$ cat src/rtl/rd_burst_sched.sv
// ---------------------------------------------------------------------------
// rd_burst_sched
//
// Read-side burst scheduler for an asynchronous FIFO. It pops words from the
// FIFO head and presents them downstream as valid/ready bursts of
// 1..BURSTLEN beats. The final beat of every burst carries m_last.
//
// A beat popped mid-burst is held in m_data. It is only offered as a
// non-last beat once a successor word is already visible in the FIFO. If the
// FIFO stays empty for more than tmo_cfg cycles while a beat is held, that
// beat is released as the last one and tmo_end pulses.
//
// Ports
//   rclk     in   read-domain clock
//   rrst_n   in   asynchronous active-low reset
//   en       in   permits new bursts to start (in-flight bursts always finish)
//   tmo_cfg  in   idle cycles tolerated mid-burst before forced termination
//   rempty   in   FIFO empty flag (rclk domain)
//   rdata    in   FIFO head word, valid while rempty=0
//   rinc     out  FIFO pop strobe (combinational)
//   m_valid  out  downstream beat valid
//   m_ready  in   downstream ready
//   m_data   out  downstream beat data (registered)
//   m_last   out  last beat of the burst
//   busy     out  a burst is in progress
//   tmo_end  out  one-cycle pulse when a burst is closed by timeout
// ---------------------------------------------------------------------------
module rd_burst_sched #(
  parameter int DSIZE    = 8,
  parameter int BURSTLEN = 4,
  parameter int TMOW     = 8
) (
  input  logic             rclk,
  input  logic             rrst_n,
  input  logic             en,
  input  logic [TMOW-1:0]  tmo_cfg,
  input  logic             rempty,
  input  logic [DSIZE-1:0] rdata,
  output logic             rinc,
  output logic             m_valid,
  input  logic             m_ready,
  output logic [DSIZE-1:0] m_data,
  output logic             m_last,
  output logic             busy,
  output logic             tmo_end
);

  localparam int BW = $clog2(BURSTLEN + 1);
  localparam logic [BW-1:0] BEAT_ONE = BW'(1);
  localparam logic [BW-1:0] BEAT_MAX = BW'(BURSTLEN);

  typedef enum logic [1:0] {
    IDLE = 2'd0,
    HOLD = 2'd1,
    LAST = 2'd2
  } state_t;

  state_t            state_reg;
  logic [BW-1:0]     bcnt_reg;
  logic [TMOW-1:0]   tcnt_reg;

  // Pop strobe. In HOLD a pop is also the handshake that retires the held
  // beat, so it requires m_ready. Gating with rrst_n keeps the FIFO untouched
  // while reset is asserted, even though IDLE would otherwise pop.
  always_comb begin
    rinc = 1'b0;
    if (rrst_n && !rempty) begin
      case (state_reg)
        IDLE:    rinc = en;
        HOLD:    rinc = m_ready;
        default: rinc = 1'b0;
      endcase
    end
  end

  // In HOLD the held beat is offered only while a successor word is visible.
  // This block is the only FIFO reader, so rempty cannot rise again until
  // we pop, which keeps m_valid stable once asserted.
  assign m_valid = (state_reg == LAST) || ((state_reg == HOLD) && !rempty);
  assign m_last  = (state_reg == LAST);
  assign busy    = (state_reg != IDLE);

  always_ff @(posedge rclk or negedge rrst_n) begin
    if (!rrst_n) begin
      state_reg <= IDLE;
      bcnt_reg  <= '0;
      tcnt_reg  <= '0;
      m_data    <= '0;
      tmo_end   <= 1'b0;
    end else begin
      tmo_end <= 1'b0;
      case (state_reg)
        IDLE: begin
          if (en && !rempty) begin
            m_data    <= rdata;
            bcnt_reg  <= BEAT_ONE;
            tcnt_reg  <= '0;
            state_reg <= (BURSTLEN == 1) ? LAST : HOLD;
          end
        end

        HOLD: begin
          if (!rempty) begin
            // A successor exists; the held beat goes out when ready and
            // the successor takes its place in m_data.
            if (m_ready) begin
              m_data   <= rdata;
              bcnt_reg <= bcnt_reg + BEAT_ONE;
              tcnt_reg <= '0;
              if ((bcnt_reg + BEAT_ONE) == BEAT_MAX) begin
                state_reg <= LAST;
              end
            end
          end else if (tcnt_reg == tmo_cfg) begin
            // Starved for tmo_cfg+1 cycles: close the burst on the held beat.
            state_reg <= LAST;
            tmo_end   <= 1'b1;
          end else begin
            tcnt_reg <= tcnt_reg + TMOW'(1);
          end
        end

        LAST: begin
          if (m_ready) begin
            state_reg <= IDLE;
            bcnt_reg  <= '0;
          end
        end

        default: state_reg <= IDLE;
      endcase
    end
  end

endmodule

$ cat config.mk
export PLATFORM = sky130hd
export DESIGN_NAME = rd_burst_sched
export DESIGN_NICKNAME = d
export VERILOG_FILES = /design/src/rtl/rd_burst_sched.sv
export SDC_FILE = /design/constraint.sdc
export NUM_CORES = 1
export LEC_CHECK = 0
export ABC_CLOCK_PERIOD_IN_PS = 2200
export BUFFER_PORTS_ARGS = -buffer_cell sky130_fd_sc_hd__buf_2
export CORE_MARGIN = 2
export CORE_UTILIZATION = 52
export DETAILED_ROUTE_END_ITERATION = 16
export GPL_ROUTABILITY_DRIVEN = 0
export PLACE_DENSITY = 0.78
export SYNTH_ARGS = -nofsm -noshare
export SYNTH_HDL_FRONTEND = slang
export SYNTH_SLANG_ARGS = --single-unit
$ cat constraint.sdc
create_clock -name rclk -period 2.2 [get_ports rclk]
set_clock_uncertainty 0.15 [all_clocks]
set_input_delay 0.44 -clock rclk [delete_from_list [all_inputs] [get_ports rclk]]
set_output_delay 0.44 -clock rclk [all_outputs]
set_load 0.02 [all_outputs]
==> metrics.yaml, run 1 <==
synth-edff-count: 0
path_buf_inv: 2
hold_path_class: "input pin to flop"
finalSetupViolCount: 0
maxSlewHeadroom: 0.786
status: "completed"
critPathKind: "flop to primary output"
synthArstFlopShare: 1.00
syn_area_um2: 1380
drc: 0
clk_pin_slew_ns: 0.13
power_density_nw_per_um2: 1090
vias_per_cell: 5.64
fin_total_pwr_mw: 1.82
clkSinkCount: 22
grt_max_degree: 23
dieArea_um2: 3070
antenna_found_initial: 0
grt_pass1_vias: 1141
post_drt_wl_per_cell_um: 14.0
rr_endpoint: "state_reg[0]"
worstSetupEndpoint: "rinc"
chipHeight_um: 55.4
drv_cap: 0
fin_setup_tns_ns: 0
grt_first_pass_wirelength_mm: 4.83
yosysMostFrequentCell: "dfrtp_1"
rows: 18
synth_commonest_cells: "22 x dfrtp_1, 15 x nand2_1, 9 x mux2_2"
numCtsBuffers: 3
finalCritPeriodShare: 0.961
max_stage_delay_ns: 0.40
drt_first_pass_iters: 4
area_growth_pct: 21.4
synth_warnings: 0
cts_tree: "yes"
slowest_stage: "dfrtp_1"
worstRegToRegCells: 5
clock_latency_ns: 0.30
r2r_start: "tcnt_reg[1]"
synth_flop_cell: "dfrtp_1"
ys_ff_latch: 22
cts_buffer_depth: 2
dpl_cell_area_um2: 1580
htreeDepth: 1
finalMaxSlewViolations: 0
p_leak_nw: 0.776
drt-total-wl_mm: 2.83
final_cells: 202
antenna_cells: 0
routed-via-count: 1139
cp.depth: 5
gr-total-overflow: 0
dp_hpwl_mm: 2.14
path_delay_family: "flip-flops"
post-route-min-period_ns: 2.12
syn_avg_cell_area_um2: 10.4
irDropWorstVdd_mv: 0.683
fin_util: 0.668
fmax_mhz: 473
arrival_ns: 1.53
syn_nets: 161
synth_top_area_cell: "dfrtp_1"
io_pins: 34
synth_area_leaders: "dfrtp_1 40%, mux2_2 7.4%, ha_1 7.3%"
dpl.cell_count: 195
drive_gt1_frac: 0.372
startpoint: "state_reg[0]"
path_cells: "inv_1, ha_2, a22oi_1, nor3b_1, buf_2"
final_area_um2: 1670
seq_area_frac_synth: 0.400
ant_nets: 0
core_area_um2: 2500
cts_root_buf: "clkbuf_4"
track_usage: 0.192
synth_top_area_share: 0.400
die_w_um: 55.4
hold_viol: 0
crit_required_ns: 1.61
io_buffers: 33
initialDrtViolationCount: 18
cp-end-kind: "primary output"
synth.distinct_cells: 38
worst_pin_slew_ns: 0.320
synthCells: 132
cp_max_fo: 3
start_kind: "flop"
start_util: 0.551
nets: 202
reg2reg_setup_slack_ns: 0.27
worstHoldPathCells: 2
## cells in the final DEF, fill, tap and decap left out, drive strengths merged, types with 3 or more instances in the layout
cell and count:
buf 40, dfrtp 22, nand2 15, mux2 10
xnor2 8, nand3 8, nand2b 8, ha 8
or4 6, o211ai 6, nand4 4, inv 4
o21ai 4, clkbuf 3, a21oi 3, nor2 3
## metrics by stage
step	setup slack (ns)	hold slack (ns)
finish	0.0847	0.212
floorplan	0.198	-0.00559
global route	-0.0277	0.190
global placement	0.217	0.322
CTS	0.00479	0.196
detailed placement	0.169	0.323
## worst register-to-register path: cells and delay by family, from the launching register on
| kind | cells | cell delay [ns] |
|---|---|---|
| compound gates | 1 | 0.15 |
| xor+xnor | 1 | 0.21 |
| flops | 1 | 0.48 |
| mux | 1 | 0.31 |
| simple gates | 2 | 0.54 |
## final cells by class
type                            instances  area, um2
Timing Repair Buffer                   41        228
Multi-Input combinational cell        101        787
Fill cell                             196        830
Clock inverter                          1       30.0
Tap cell                               30       37.5
Sequential cell                        22        551
Inverter                                4       15.0
Clock buffer                            3       22.5
## power breakdown
| group | leakage, nW | switching [mW] | internal (mW) | total (mW) |
|---|---|---|---|---|
| Clock | 0.0279 | 0.121 | 0.184 | 0.305 |
| Sequential | 0.283 | 0.0924 | 0.529 | 0.622 |
| Combinational | 0.465 | 0.480 | 0.416 | 0.896 |
## metal layers
metal  GRT usage  vias up  routed length [um]
li1            -      559                   -
met1       0.239      541                1150
met2       0.347       39                1510
met3      0.0281        0                 163
met4      0.0453        0                   0
met5           0        -                   0
## logic make-up after synthesis
logic type                 after synthesis  share of synthesized area
DFF                                     22                      0.400
adders and majority gates                8                     0.0727
AOI/OAI and AO/OA                       21                      0.121
buffers and inverters                    9                     0.0391
and+or+nand+nor                         52                      0.217
xor gates and xnor gates                 8                     0.0509
muxes                                   12                     0.0991
## worst min-delay path by stage
stage,slack (ns),end,start
after floorplan,-0.006,bcnt_reg[0],rrst_n
after global placement,0.32,m_data[7],rrst_n
after detailed placement,0.32,m_data[4],rrst_n
after CTS,0.20,m_data[3],rdata[3]
after global routing,0.19,m_data[4],rdata[4]
final,0.21,m_data[3],rdata[3]
## repair_timing
item | CTS | global route
endpoints found under the setup margin | 2 | 1
gates resized for setup | 3 | 1
endpoints found under the hold margin | 22 | 0
buffers inserted | 1 | 1
hold buffers | 1 | 0
No activity file was read; power rests on OpenSTA's default activity.
==> run 2: changes to the inputs <==
--- a/config.mk
+++ b/config.mk
@@ -5,13 +5,14 @@
 export SDC_FILE = /design/constraint.sdc
 export NUM_CORES = 1
 export LEC_CHECK = 0
+export ABC_AREA = 1
 export ABC_CLOCK_PERIOD_IN_PS = 2200
 export BUFFER_PORTS_ARGS = -buffer_cell sky130_fd_sc_hd__buf_2
 export CORE_MARGIN = 2
-export CORE_UTILIZATION = 52
+export CORE_UTILIZATION = 53
 export DETAILED_ROUTE_END_ITERATION = 16
 export GPL_ROUTABILITY_DRIVEN = 0
-export PLACE_DENSITY = 0.78
+export PLACE_DENSITY = 0.79
 export SYNTH_ARGS = -nofsm -noshare
 export SYNTH_HDL_FRONTEND = slang
 export SYNTH_SLANG_ARGS = --single-unit
==> run 2 against run 1 <==
  * First-iteration DRC count rose by 94%
  * Sequential cell count did not move
  * Core utilization rose by 3.3 points
  * Design area rose by 4.9%
  * Non-clock buffer count did not move
  * Wire length rose by 6.0%
  * Fmax fell by 1.2%
  * Critical path depth rose by 2
  * Synthesized cell count rose by 46%
  * Area after synthesis rose by 2.7%
  * Highest routed layer is now met4
==> metrics.yaml, run 2 <==
swShare: 0.446
io_pins: 34
fin_util: 0.701
slowest_stage: "dfrtp_1"
post-route-min-period_ns: 2.14
path_buf_inv: 3
post_drt_wl_per_cell_um: 11.3
area_growth_pct: 24.0
syn_nets: 222
antenna_found_initial: 0
drt-total-wl_mm: 3.00
finalSetupViolCount: 0
crit_required_ns: 1.61
core_area_um2: 2500
nets: 266
power_switching_uw: 907
cts_tree: "yes"
numCtsBuffers: 3
max_stage_delay_ns: 0.42
drt_first_pass_iters: 4
maxSlewHeadroom: 0.803
fmax_mhz: 467
track_usage: 0.211
rows: 18
cts_buffer_depth: 2
synth_warnings: 0
finalCritPeriodShare: 0.973
htreeDepth: 1
synth.distinct_cells: 26
fin_total_pwr_mw: 2.04
grt_first_pass_wirelength_mm: 5.29
holdWs_ns: 0.199
ys_ff_latch: 22
synth_flop_cell: "dfrtp_1"
ant_nets: 0
arrival_ns: 1.55
synth-edff-count: 0
clkSinkCount: 22
final_area_um2: 1750
chipHeight_um: 55.7
power_density_nw_per_um2: 1160
io_buffers: 33
syn_area_um2: 1410
critPathKind: "flop to primary output"
wl_met1_mm: 1.32
path_delay_family: "flip-flops"
start_kind: "flop"
synth_commonest_cells: "73 x nand2_1, 24 x inv_1, 22 x dfrtp_1"
irDropWorstVdd_mv: 0.934
cp_max_fo: 5
layout_common_cells: "73 x nand2_1, 32 x buf_2, 21 x inv_1, 21 x dfrtp_1, 20 x nand3_1"
hold_path_class: "input pin to flop"
drc: 0
dp_hpwl_mm: 2.20
path_cells: "inv_2, ha_4, inv_2, o22ai_2, nand2_1, nor2_1, buf_4"
dieArea_um2: 3100
synth_top_area_share: 0.389
dpl_cell_area_um2: 1630
initialDrtViolationCount: 35
wl_met3_um: 206
routed-via-count: 1348
nFillCells: 207
gr-total-overflow: 0
antenna_cells: 0
yosysMostFrequentCell: "nand2_1"
die_w_um: 55.7
vias_per_cell: 5.07
clock_latency_ns: 0.31
seqPwrFrac: 0.299
cp-end-kind: "primary output"
hold_viol: 0
grt_pass1_vias: 1270
worst_pin_slew_ns: 0.295
start_util: 0.566
synthCells: 193
layout.cells.most_common: "nand2_1"
grt_max_degree: 23
drv_cap: 0
cts_root_buf: "clkbuf_4"
syn_avg_cell_area_um2: 7.33
clk_pin_slew_ns: 0.13
finalMaxSlewViolations: 0
status: "completed"
synthArstFlopShare: 1.00
p_int_mw: 1.13
dpl.cell_count: 258
seq_area_frac_synth: 0.389
final_cells: 266
synth_area_leaders: "dfrtp_1 39%, nand2_1 19%, ha_1 7.1%"
rsz0062_at_grt: "yes"
pwr-share-clk: 0.153
p_leak_nw: 0.990
wl_met2_mm: 1.41
drive_gt1_frac: 0.263
p_comb_frac: 0.548
synth_top_area_cell: "dfrtp_1"
top_layer_used: "met4"
path_common_cell: "inv_2"
==> run 2: layer usage <==
| metal | GRT usage | up-vias |
|---|---|---|
| met5 | 0 | - |
| met4 | 0.0906 | 0 |
| met3 | 0.0372 | 8 |
| met2 | 0.340 | 47 |
| met1 | 0.280 | 601 |
| li1 | - | 692 |
==> run 2: final timing paths <==
check	start	depth (start not counted)	end	slack [ns]
max	state_reg[1]	7	rinc	0.06
min	rdata[6]	3	m_data[6]	0.20
max reg2reg	state_reg[1]	8	bcnt_reg[2]	0.48
min reg2reg	m_data[0]	2	m_data[0]	0.33
max in group asynchronous	rrst_n	3	state_reg[0]	1.16
min in group asynchronous	rrst_n	3	tcnt_reg[4]	0.51
==> run 2: metrics by stage <==
step | worst slack, ns | TNS [ns]
floorplan | 0.201 | 0
global placement | 0.306 | 0
detailed placement | 0.249 | 0
CTS | 0.0118 | 0
global route | -0.0150 | -0.0260
finish | 0.0585 | 0
==> run 2: cells by family (layout without fill, tap and decap cells) <==
logic type                 after synthesis  after routing  synth area share
AOI/OAI and AO/OA                        9              9            0.0460
DFF                                     22             22             0.389
buffers and inverters                   28             71            0.0805
adders and majority gates                8              8            0.0708
xor gates and xnor gates                 6              6            0.0372
and+or+nand+nor                        120            120             0.376
==> run 2: final cells by class <==
class	instances	area [um2]	area share
sequential	22	552	0.315
tap	30	37.5	0.0214
clock inverter	1	30.0	0.0171
multi-input combinational	143	783	0.447
timing repair buffer	41	230	0.131
clock buffer	3	22.5	0.0128
inverter	26	97.6	0.0557
==> run 2: power groups by stage <==
| stage | Clock [mW] | Combinational [mW] | Sequential, mW |
|---|---|---|---|
| 6_report | 0.312 | 1.12 | 0.609 |
| 5_1_grt | 0.338 | 1.26 | 0.622 |
| 4_1_cts | 0.319 | 1.06 | 0.605 |
| 3_5_place_dp | 0 | 1.01 | 0.614 |
| 3_3_place_gp | 0 | 1.01 | 0.610 |
| 2_1_floorplan | 0 | 0.622 | 0.693 |
==> run 2: tightest hold or removal path, cell delays in order <==
cell,delay (ns)
buf_2,0.08
nand3_1,0.06
nand2_1,0.06
==> run 2: repair_timing <==
| item | 4_1_cts | 5_1_grt |
|---|---|---|
| setup endpoints to repair | 2 | 2 |
| gates resized for setup | 4 | 7 |
| hold endpoints to repair | 22 | 0 |
| hold buffers | 1 | 0 |
| pin swaps | 0 | 4 |
| setup buffers | 2 | 1 |
==> run 3: changes to the inputs <==
--- a/config.mk
+++ b/config.mk
@@ -12,7 +12,9 @@
 export CORE_UTILIZATION = 53
 export DETAILED_ROUTE_END_ITERATION = 16
 export GPL_ROUTABILITY_DRIVEN = 0
+export HOLD_SLACK_MARGIN = 0.12
 export PLACE_DENSITY = 0.79
+export RECOVER_POWER = 50
 export SYNTH_ARGS = -nofsm -noshare
 export SYNTH_HDL_FRONTEND = slang
 export SYNTH_SLANG_ARGS = --single-unit
==> run 3 against run 2 <==
  * Clock power is essentially flat
  * Worst setup slack worse by 0.0049 ns
  * Combinational power barely moved
  * Design area fell by 0.57%
  * Register-to-register slack worse by 0.02 ns
  * Power down 0.33%
  * Clock-buffer cell count is the same
  * Core utilization fell by 0.40 points
  * First-iteration DRC count decreased by 5.7%
  * Sequential share of layout area up 0.18 points
  * Largest power group unchanged
==> metrics.yaml, run 3 (same netlist as run 2, synthesis figures left out) <==
status: "completed"
io_buffers: 33
maxSlewHeadroom: 0.806
worst_slack_ns: 0.0536
nets: 266
rsz0062_at_grt: "yes"
start_kind: "flop"
p_comb_frac: 0.545
dpl_cell_area_um2: 1630
power_density_nw_per_um2: 1160
vias_per_cell: 5.07
htreeDepth: 1
drt-total-wl_mm: 2.99
start_util: 0.566
seq_area_um2: 552
pwr-share-clk: 0.155
clk_pin_slew_ns: 0.13
crit_required_ns: 1.61
drc: 0
grt_first_pass_wirelength_mm: 5.29
fin_util: 0.697
clock_latency_ns: 0.32
die_w_um: 55.7
fmax_mhz: 466
nFillCells: 208
multi_input_area_um2: 778
track_usage: 0.211
chipHeight_um: 55.7
layout.cells.most_common: "nand2_1"
finalCritPeriodShare: 0.976
gr-total-overflow: 0
initialDrtViolationCount: 33
power_switching_uw: 908
worst_pin_slew_ns: 0.290
core_area_um2: 2500
cp-end-kind: "primary output"
holdWs_ns: 0.195
drt_first_pass_iters: 4
numCtsBuffers: 3
grt_max_degree: 23
arrival_ns: 1.56
area_growth_pct: 23.3
ant_nets: 0
irDropWorstVdd_mv: 0.934
post_drt_wl_per_cell_um: 11.2
hold_viol: 0
critPathKind: "flop to primary output"
grt_pass1_vias: 1270
drive_gt1_frac: 0.242
antenna_cells: 0
drv_cap: 0
finalMaxSlewViolations: 0
cts_buffer_depth: 2
swShare: 0.447
seqPwrFrac: 0.300
p_int_mw: 1.12
post-route-min-period_ns: 2.15
dp_hpwl_mm: 2.20
finalSetupViolCount: 0
cts_tree: "yes"
layout_common_cells: "73 x nand2_1, 28 x buf_2, 21 x inv_1, 21 x nand3_1, 21 x dfrtp_1"
io_pins: 34
cp_max_fo: 5
antenna_found_initial: 0
p_leak_nw: 0.976
final_area_um2: 1740
clkSinkCount: 22
hold_path_class: "input pin to flop"
pre_cts_ws_ns: 0.249
cts_root_buf: "clkbuf_4"
fin_setup_tns_ns: 0
dieArea_um2: 3100
rows: 18
routed-via-count: 1348
-- run 3: through the flow --
stage / power [mW] / instances
final: 2.03 / 266
after global routing: 2.21 / 266
after detailed placement: 1.63 / 258
after global placement: 1.62 / 258
after floorplan: 1.31 / 193
after CTS: 1.99 / 265
-- run 3: worst paths after layout --
check / startpoint / endpoint / slack [ns] / cells past startpoint
worst max-delay path: state_reg[1] / rinc / 0.05 / 7
worst min-delay path: rdata[6] / m_data[6] / 0.19 / 3
worst max register to register: state_reg[1] / tcnt_reg[6] / 0.46 / 8
worst min register to register: m_data[0] / m_data[0] / 0.34 / 2
max in group asynchronous: rrst_n / state_reg[0] / 1.16 / 3
min in group asynchronous: rrst_n / tcnt_reg[0] / 0.50 / 3
-- run 3: timing repair --
item	CTS	global route
endpoints found under the setup margin	2	2
cloned	0	0
gates resized for setup	4	7
hold endpoints to repair	22	0
setup buffers	2	1
hold buffers	1	0
pin swaps	0	4
-- run 3: area by class of cell --
| type | instances | share of cell area |
|---|---|---|
| clock buffers | 3 | 0.0129 |
| clock inverters | 1 | 0.0172 |
| well taps | 30 | 0.0215 |
| multi-input cells | 143 | 0.447 |
| flip-flops and latches | 22 | 0.317 |
| repair buffers | 41 | 0.129 |
| inverters | 26 | 0.0560 |
-- run 3: power by group through the flow --
stage / sequential (mW) / combinational (mW) / clock [mW]
finish: 0.610 / 1.11 / 0.314
global route: 0.623 / 1.25 / 0.338
CTS: 0.605 / 1.06 / 0.319
detailed placement: 0.614 / 1.01 / 0
global placement: 0.610 / 1.01 / 0
floorplan: 0.693 / 0.622 / 0
-- run 3: metal layers --
metal  routed length (um)  global-route usage  up-vias
met4                   70              0.0906        0
met3                  151              0.0372        9
met1                 1390               0.280      606
met2                 1380               0.340       37
li1                     -                   -      696
met5                    0                   0        -
-- run 3: critical path, stage by stage, from the launching register on --
cell	delay (ns)
dfrtp_1	0.42
inv_2	0.13
ha_4	0.18
inv_2	0.06
o22ai_2	0.13
nand2_1	0.07
nor2_1	0.10
buf_4	0.15
